`src/rtl/alu_sequencer.sv`:
```
// Sequences one ALU operation per request: latch operands, wait out multi-cycle ops, capture result.
// Optional zero-result flag and port are enabled by defining ALU_SEQ_ZERO_FLAG_EN.
module alu_sequencer #(
    parameter int DATA_WIDTH = 32,
    parameter int MULTI_LAT  = 32
) (
    input  logic                    clk,
    input  logic                    reset_n,
    input  logic                    req,
    output logic                    ready,
    input  logic [DATA_WIDTH-1:0]   a_in,
    input  logic [DATA_WIDTH-1:0]   b_in,
    input  logic [3:0]              op_in,
    output logic [DATA_WIDTH-1:0]   alu_a,
    output logic [DATA_WIDTH-1:0]   alu_b,
    output logic [3:0]              alu_op,
    input  logic [2*DATA_WIDTH-1:0] alu_result,
    output logic [DATA_WIDTH-1:0]   z_hi,
    output logic [DATA_WIDTH-1:0]   z_lo,
    output logic                    done
`ifdef ALU_SEQ_ZERO_FLAG_EN
    ,
    output logic                    zero
`endif
);

    localparam int CNT_W = (MULTI_LAT > 1) ? $clog2(MULTI_LAT) : 1;
    localparam logic [CNT_W-1:0] CNT_LOAD = CNT_W'(MULTI_LAT - 1);
    localparam logic [3:0] OP_MUL = 4'd12;
    localparam logic [3:0] OP_DIV = 4'd13;

    typedef enum logic [1:0] {
        IDLE,
        EXEC,
        WAIT,
        CAPTURE
    } state_t;

    state_t                  state_q, state_d;
    logic [CNT_W-1:0]        cnt_q, cnt_d;
    logic [DATA_WIDTH-1:0]   a_q, a_d;
    logic [DATA_WIDTH-1:0]   b_q, b_d;
    logic [3:0]              op_q, op_d;
    logic [DATA_WIDTH-1:0]   z_hi_q, z_hi_d;
    logic [DATA_WIDTH-1:0]   z_lo_q, z_lo_d;
    logic                    done_q, done_d;
    logic                    ready_q, ready_d;
`ifdef ALU_SEQ_ZERO_FLAG_EN
    logic                    zero_q, zero_d;
`endif

    always_comb begin
        state_d = state_q;
        cnt_d   = cnt_q;
        a_d     = a_q;
        b_d     = b_q;
        op_d    = op_q;
        z_hi_d  = z_hi_q;
        z_lo_d  = z_lo_q;
        done_d  = 1'b0;
`ifdef ALU_SEQ_ZERO_FLAG_EN
        zero_d  = zero_q;
`endif
        case (state_q)
            IDLE: begin
                if (req) begin
                    a_d     = a_in;
                    b_d     = b_in;
                    op_d    = op_in;
                    state_d = EXEC;
                end
            end
            EXEC: begin
                if (op_q == OP_MUL || op_q == OP_DIV) begin
                    cnt_d   = CNT_LOAD;
                    state_d = WAIT;
                end else begin
                    state_d = CAPTURE;
                end
            end
            WAIT: begin
                // Counter is checked before decrementing, so MULTI_LAT WAIT edges elapse.
                if (cnt_q == '0) begin
                    state_d = CAPTURE;
                end else begin
                    cnt_d = cnt_q - CNT_W'(1);
                end
            end
            CAPTURE: begin
                z_hi_d  = alu_result[2*DATA_WIDTH-1:DATA_WIDTH];
                z_lo_d  = alu_result[DATA_WIDTH-1:0];
                done_d  = 1'b1;
                state_d = IDLE;
`ifdef ALU_SEQ_ZERO_FLAG_EN
                zero_d  = (alu_result == '0);
`endif
            end
            default: state_d = IDLE;
        endcase
        ready_d = (state_d == IDLE);
    end

    always_ff @(posedge clk or negedge reset_n) begin
        if (!reset_n) begin
            state_q <= IDLE;
            cnt_q   <= '0;
            a_q     <= '0;
            b_q     <= '0;
            op_q    <= '0;
            z_hi_q  <= '0;
            z_lo_q  <= '0;
            done_q  <= 1'b0;
            ready_q <= 1'b1;
`ifdef ALU_SEQ_ZERO_FLAG_EN
            zero_q  <= 1'b0;
`endif
        end else begin
            state_q <= state_d;
            cnt_q   <= cnt_d;
            a_q     <= a_d;
            b_q     <= b_d;
            op_q    <= op_d;
            z_hi_q  <= z_hi_d;
            z_lo_q  <= z_lo_d;
            done_q  <= done_d;
            ready_q <= ready_d;
`ifdef ALU_SEQ_ZERO_FLAG_EN
            zero_q  <= zero_d;
`endif
        end
    end

    assign ready  = ready_q;
    assign alu_a  = a_q;
    assign alu_b  = b_q;
    assign alu_op = op_q;
    assign z_hi   = z_hi_q;
    assign z_lo   = z_lo_q;
    assign done   = done_q;
`ifdef ALU_SEQ_ZERO_FLAG_EN
    assign zero   = zero_q;
`endif

endmodule

```
`config.mk`:
```
export PLATFORM = sky130hd
export DESIGN_NAME = alu_sequencer
export DESIGN_NICKNAME = d
export VERILOG_FILES = /design/src/rtl/alu_sequencer.sv
export SDC_FILE = /design/constraint.sdc
export NUM_CORES = 1
export LEC_CHECK = 0
export CAP_MARGIN = 25
export CORE_MARGIN = 2
export CORE_UTILIZATION = 29
export DETAILED_ROUTE_END_ITERATION = 12
export PLACE_DENSITY = 0.71
export SYNTH_ARGS = -nofsm -noshare
export SYNTH_HDL_FRONTEND = slang
export SYNTH_SLANG_ARGS = --single-unit
```
`constraint.sdc`:
```
create_clock -name clk -period 2 [get_ports clk]
set_input_delay 0.2 -clock clk [delete_from_list [all_inputs] [get_ports clk]]
set_output_delay 0.2 -clock clk [all_outputs]
set_load 0.01 [all_outputs]
```
Word-level counts from Yosys, hierarchy flattened
Cells that the tools add are included.
- register bits: 141
- latch bits: 0
- bits in writable memories: 0
- memory bits (read-only): 0
- output and inout bits: 134
- word-level logic and storage cells: 32
- memories kept: 0
- $add $sub $neg: 1
- multiply operators: 0
- divide/modulo/power cells: 0
- magnitude comparators: 0
- equal/unequal tests: 7
- shift-type cells: 0
- muxes and demuxes: 8
- bitwise logic cells: 0
- reductions and logical operators: 7
- operator list (cell ; count):
    $mux 5 ; 2
    $pmux 5 s2 ; 1
    $eq 4x4->1 const B ; 2
    $pmux 2 s4 ; 1
    $logic_not 5->1 ; 1
    $sub 5x1->5 const B ; 1
    $eq 2x2->1 const B ; 2
    $logic_not 2->1 ; 2
    $mux 2 ; 2
    $ne 2x2->1 const B ; 2
    $reduce_and 3->1 ; 1
    $eq 2x1->1 const B ; 1
    $mux 1 ; 2
    $reduce_and 2->1 ; 1
    $reduce_bool 2->1 ; 1
    $logic_or 1x1->1 ; 1

Logic depth before layout (Yosys ltp)
Gate-level depths: netlist of the first run.
- word-level depth: 5
- mapped depth: 6
- gate-level depth less buffers: 5

Worst setup path after synthesis of the first run
OpenSTA, ideal clock, no wires.
- path type: register to register
- start point: register state_q[0]
- end point: register a_q[0] (netlist: alu_a[0])
- setup time: 0.125 ns
- data arrival time: 1.382 ns
- data required time: 1.875 ns
- slack: 0.493 ns
- cell stages (with the launch flop): 7
- clock period less this slack: 1.507 ns
- path through: dfrtp_1 -> inv_1 -> ha_1 -> nand2_1 -> buf_6 -> buf_6 -> mux2_4
- longest elaborated chain between the ends: 2
- RTL lines (element ; line ; RTL):
    start, declared ; 39 ; state_t state_q, state_d;
    start signal, assigned ; 118 ; state_q <= state_d;
    $logic_not 2->1 ; 64 ; case (state_q)
    $reduce_and 2->1 (no line) ; - ;
    end signal, assigned ; 107 ; a_q <= '0;
    end signal, assigned ; 120 ; a_q <= a_d;
    end, declared ; 41 ; logic [DATA_WIDTH-1:0] a_q, a_d;
No other way between the ends.
A chain may end at the register's enable or synchronous reset.

Worst setup path after layout of the first run
- start point: register state_q[0]
- end point: register a_q[15] (netlist: alu_a[15])
Same word-level chain as after synthesis.

==> metrics.yaml, run 1 <==
timing:
  hold_viol: 0
  fin_ws_ns: 0.280
  rsz0062_at_grt: "false"
  worstMarginPinSlew_ns: 0.396
  finalCritPeriodShare: 0.860
  setup_viol: 0
  final.setup.tns_ns: 0
  drv_slew: 0
  relSlewSlack: 0.736
  whs_ns: 0.279
  final.min_clock_period_ns: 1.72
  finClkSkew_ns: 0.00402
  max_freq_mhz: 581
floorplan:
  die_x_um: 142
  core_um2: 18600
  initial_core_util: 0.294
  num_io_pins: 269
  dieHeight_um: 142
  rows: 50
  die_area_um2: 20000
clock_tree:
  path_clk_slew_ns: 0.06
  cts_root_buf: "clkbuf_16"
  cts_max_path_buffers: 2
  numCtsBuffers: 17
  clkLatencyLatePin_ns: 0.41
  clock-sinks: 141
  cts_tree: "built"
  htreeDepth: 4
  post_cts_resized: 0
pwr:
  p_int_mw: 11.2
  cellPowerDensity_nw_per_um2: 1710
  leakage_nw: 3.89
  swShare: 0.287
  p_clk_frac: 0.235
  switching_power_mw: 4.50
  comb_power_share: 0.436
  irDropWorstVdd_mv: 0.870
  pwr-share-seq: 0.329
finish:
  finalNonFillerCells: 855
  final_common_cell: "clkdlybuf4s50_1"
  fillers: 1595
  ff_latch_area_um2: 3530
  multi_input_area_um2: 1840
  mostFrequentLayoutCells: "clkdlybuf4s50_1, dfrtp_1, mux2_2, mux2_4, clkbuf_16"
  drive_gt1_frac: 0.293
  nets: 750
  antenna_cells: 0
  area_growth_pct: 67.5
detailed_routing:
  routed_wl_um: 13900
  drc: 0
  ant_nets: 0
  via_count: 3736
  drt_pass1_iterations: 4
  drt-wirelength-per-cell_um: 16.2
  first_iter_violations: 119
  vias_per_cell: 4.37
synthesis:
  ys_seq_elements: 141
  ys_warn_count: 0
  syn_nets: 465
  syn_avg_cell_area_um2: 16.9
  synth_area_um2: 5490
  yosys.cell_types.count: 27
  netlist_instances: 324
  ys_seq_area_frac: 0.643
  synthArstFlopShare: 1.00
  synth_edf_count: 0
  synth_ff_type: "dfrtp_1"
place:
  pre_cts_ws_ns: 0.282
  dp_cells: 823
  gp_congestion: 0.773
  place_hpwl_um: 10500
  portBuffers: 268
critical_path:
  endpoint_kind: "flip-flop"
  cp.required_ns: 2.30
  path_max_fanout: 28
  setup.worst_path.class: "reg2reg"
  critPathLaunchType: "flip-flop"
  worstPathArrival_ns: 2.02
global_route:
  grt_first_pass_wirelength_um: 21900
  grt.total_usage: 0.140
  overflow: 0
  grt_pass1_vias: 4153
  antenna_found_initial: 0
  grt_max_degree: 66
job:
  drv_cap: 0
run_status:
  outcome: "finished, final reports clean"
min_path:
  hold_class: "in2async"
stage by stage:
step	total power [mW]	area, µm²	util
2_1_floorplan	8.36	5490	-
3_3_place_gp	11.9	8490	0.455
3_5_place_dp	12.1	8490	0.455
4_1_cts	15.9	9190	0.493
5_1_grt	16.6	9190	0.493
6_report	15.7	9190	0.493
path summary, 6_finish.rpt:
check | startpoint | endpoint | slack (ns) | cells past startpoint
max reg2reg | state_q[0] | alu_a[15] | 0.28 | 5
max in group asynchronous | reset_n | ready | 1.06 | 3
min in group clk | a_in[27] | alu_a[27] | 0.40 | 2
min | reset_n | z_hi[15] | 0.28 | 2
min reg2reg | z_lo[7] | z_lo[7] | 0.50 | 1
max | state_q[0] | alu_a[15] | 0.28 | 5
state kept, by name, indices dropped and copies added, names as in the netlist:
| register | cells |
|---|---|
| z_lo | 32 |
| done | 1 |
| ready | 1 |
| z_hi | 32 |
| cnt_q | 5 |
| state_q | 2 |
| alu_a | 32 |
| alu_op | 4 |
| alu_b | 32 |
layer usage:
| metal | up-vias | GRT usage | routed length (µm) |
|---|---|---|---|
| met5 | - | 0 | 0 |
| met2 | 199 | 0.230 | 6660 |
| met3 | 27 | 0.0611 | 1410 |
| met1 | 1791 | 0.163 | 5520 |
| met4 | 0 | 0.0558 | 289 |
| li1 | 1719 | - | - |
what timing repair did:
action                                  CTS  global route
hold endpoints to repair                 34             0
buffers inserted                          0             0
hold buffers                              1             0
endpoints found under the setup margin    0             0
synth_stat cells (2+ instances only):
| cell type | number | area, µm² |
|---|---|---|
| ha_1 | 6 | 75.1 |
| buf_6 | 3 | 33.8 |
| mux2_2 | 112 | 1260 |
| dfrtp_1 | 140 | 3500 |
| nand2_1 | 3 | 11.3 |
| buf_4 | 6 | 45.0 |
| inv_1 | 5 | 18.8 |
| nor2_1 | 3 | 11.3 |
| mux2_4 | 20 | 300 |
| buf_2 | 5 | 25.0 |
| a21oi_1 | 4 | 20.0 |
| nor3_1 | 2 | 10.0 |
critical path, cell delays in order (launching register included):
cell and delay [ns]:
dfrtp_1 0.42, inv_1 0.11, ha_1 0.24, nand2_4 0.20
buf_12 0.25, mux2_2 0.36
kinds of logic (layout without fill, tap and decap cells):
family / after synthesis / count (layout) / synth area share
adder cells (fa/ha/maj): 6 / 6 / 0.0137
AO/OA/AOI/OAI: 10 / 10 / 0.0155
flip-flops: 141 / 141 / 0.643
multiplexers: 132 / 132 / 0.285
AND/OR/NAND/NOR: 16 / 16 / 0.0203
buffers and inverters: 19 / 316 / 0.0224
power by group through the flow:
stage / sequential, mW / clock, mW / combinational, mW
floorplan: 5.75 / 0 / 2.60
global placement: 5.15 / 0 / 6.76
detailed placement: 5.20 / 0 / 6.92
CTS: 5.19 / 3.78 / 6.94
global route: 5.35 / 3.91 / 7.31
finish: 5.17 / 3.68 / 6.84
final cells by class:
class	count	share of cell area
Tap cell	234	0.0319
Inverter	5	0.00204
Timing Repair Buffer	280	0.306
Clock inverter	13	0.0285
Sequential cell	141	0.384
Clock buffer	18	0.0467
Multi-Input combinational cell	164	0.201
Power figures use the tool's default switching activity.
==> run 2: changes to the inputs <==
MAX_ROUTING_LAYER = met4   (was unset)
==> run 2 against run 1 <==
Against the previous run: via count about the same; clock skew is 0.0012 ns higher; clock power about the same; final cell count is the same; worst hold slack got worse by 0.0025 ns; routed wire length hardly changed; non-clock buffer count unchanged; count of clock-buffer cells in the layout did not move; critical endpoint unchanged; largest cell class unchanged; largest power group unchanged.
==> metrics.yaml, run 2 (same netlist as run 1, synthesis figures left out) <==
place:
  gp_congestion: 0.784  # was 0.773
  place_hpwl_um: 10500  # unchanged
  pre_cts_ws_ns: 0.282  # unchanged
  portBuffers: 268  # unchanged
pwr:
  irDropWorstVdd_mv: 0.873  # was 0.870 mV
  finalPower_mw: 15.7  # about the same
  cellPowerDensity_nw_per_um2: 1710  # about the same
  leakage_nw: 3.89  # unchanged
global_route:
  overflow: 0  # unchanged
  grt_pass1_vias: 4157  # was 4,153
  antenna_found_initial: 0  # unchanged
  grt.total_usage: 0.145  # was 0.140
  grt_max_degree: 66  # unchanged
  grt_first_pass_wirelength_um: 21900  # about the same
finish:
  fillers: 1595  # unchanged
  nets: 750  # unchanged
  mostFrequentLayoutCells: "clkdlybuf4s50_1, dfrtp_1, mux2_2, mux2_4, clkbuf_16"  # unchanged
  drive_gt1_frac: 0.293  # unchanged
  ff_latch_area_um2: 3530  # unchanged
  multi_input_area_um2: 1840  # unchanged
  area_growth_pct: 67.5  # unchanged
  antenna_cells: 0  # unchanged
  finalCoreUtilization: 0.493  # unchanged
  final_common_cell: "clkdlybuf4s50_1"  # unchanged
detailed_routing:
  drc: 0  # unchanged
  routed_wl_um: 13900  # about the same
  drt_pass1_iterations: 4  # unchanged
  first_iter_violations: 113  # was 119
  vias_per_cell: 4.37  # about the same
  drt-wirelength-per-cell_um: 16.2  # about the same
  ant_nets: 0  # unchanged
  via_count: 3739  # was 3,736
timing:
  fin_ws_ns: 0.278  # was 0.280 ns
  final.setup.tns_ns: 0  # unchanged
  finalCritPeriodShare: 0.861  # was 0.860
  worstMarginPinSlew_ns: 0.391  # was 0.396 ns
  relSlewSlack: 0.739  # was 0.736
  final.min_clock_period_ns: 1.72  # about the same
  drv_slew: 0  # unchanged
  rsz0062_at_grt: "false"  # unchanged
  finClkSkew_ns: 0.00527  # was 0.00402 ns
  setup_viol: 0  # unchanged
  max_freq_mhz: 581  # about the same
  hold_viol: 0  # unchanged
floorplan:
  initial_core_util: 0.294  # unchanged
  die_area_um2: 20000  # unchanged
  rows: 50  # unchanged
  num_io_pins: 269  # unchanged
  dieHeight_um: 142  # unchanged
  die_x_um: 142  # unchanged
  core_um2: 18600  # unchanged
critical_path:
  crit_chain: "inv_1, ha_1, nand2_4, buf_12, mux2_2"  # unchanged
  endpoint_kind: "flip-flop"  # unchanged
  path_max_fanout: 28  # unchanged
  critical-path-max-stage-delay_ns: 0.43  # was 0.42 ns
  rrSetupSlack_ns: 0.28  # about the same
  cp_num_buf_inv: 2  # unchanged
  worstPathArrival_ns: 2.02  # about the same
  cp_top_family: "flip-flops"  # unchanged
  cp.required_ns: 2.30  # about the same
  cp_slowest_cell: "dfrtp_1"  # unchanged
  critPathLaunchType: "flip-flop"  # unchanged
  setup.worst_path.class: "reg2reg"  # unchanged
clock_tree:
  cts_max_path_buffers: 2  # unchanged
  path_clk_slew_ns: 0.06  # about the same
  clkLatencyLatePin_ns: 0.41  # about the same
  postCtsSetupRepairBufs: 0  # unchanged
  numCtsBuffers: 17  # unchanged
  clock-sinks: 141  # unchanged
  cts_tree: "built"  # unchanged
  htreeDepth: 4  # unchanged
  cts_root_buf: "clkbuf_16"  # unchanged
job:
  drv_cap: 0  # unchanged
min_path:
  hold_class: "in2async"  # unchanged
run_status:
  outcome: "finished, final reports clean"  # unchanged
run 2: cell counts in the layout (fill, tap and decap cells not counted):
Identical to the previous run, type by type.
run 2: final cells by class:
cell class | count | share of cell area
Inverter | 5 | 0.00204
Sequential cell | 141 | 0.384
Tap cell | 234 | 0.0319
Timing Repair Buffer | 280 | 0.306
Clock buffer | 18 | 0.0467
Clock inverter | 13 | 0.0285
Multi-Input combinational cell | 164 | 0.201
run 2: per-layer routing:
metal | track usage | wire, µm | up-vias
met5 | - | 0 | -
met3 | 0.0530 | 1210 | 23
met2 | 0.229 | 6730 | 196
met1 | 0.169 | 5680 | 1800
li1 | - | - | 1720
met4 | 0.0558 | 255 | 0
run 2: what timing repair did:
action,in CTS,in global routing
resized for setup,0,0
hold buffers,1,0
hold endpoints to repair,34,0
run 2: per-stage QoR:
stage	area, µm²	hold WS, ns	cells
final	9190	0.277	855
after floorplan	5490	-0.0956	324
after detailed placement	8490	0.142	823
after global routing	9190	0.303	855
after CTS	9190	0.259	855
after global placement	8490	0.134	823
run 2: final timing paths:
path,start,endpoint,cells after the start
worst max register to register,state_q[0],alu_a[15],5
worst min-delay path,reset_n,z_hi[15],2
max in group asynchronous,reset_n,ready,3
worst min register to register,z_lo[7],z_lo[7],1
worst max-delay path,state_q[0],alu_a[15],5
min in group clk,a_in[27],alu_a[27],2
run 2: worst register-to-register path: stages (launching register included):
cell and delay, ns:
dfrtp_1 0.43, inv_1 0.11, ha_1 0.24, nand2_4 0.20, buf_12 0.26, mux2_2 0.37
run 2: power by group:
part / total (mW) / leakage (nW) / switching (mW) / internal [mW]
clock: 3.69 / 0.332 / 1.21 / 2.47
sequential: 5.17 / 1.64 / 0.832 / 4.34
combinational: 6.83 / 1.92 / 2.46 / 4.37
==> run 3: changes to the inputs <==
CAP_MARGIN = unset   (was 25)
==> results of run 3 <==
Same layout as run 2: the final DEF is identical, and so are final timing and power.
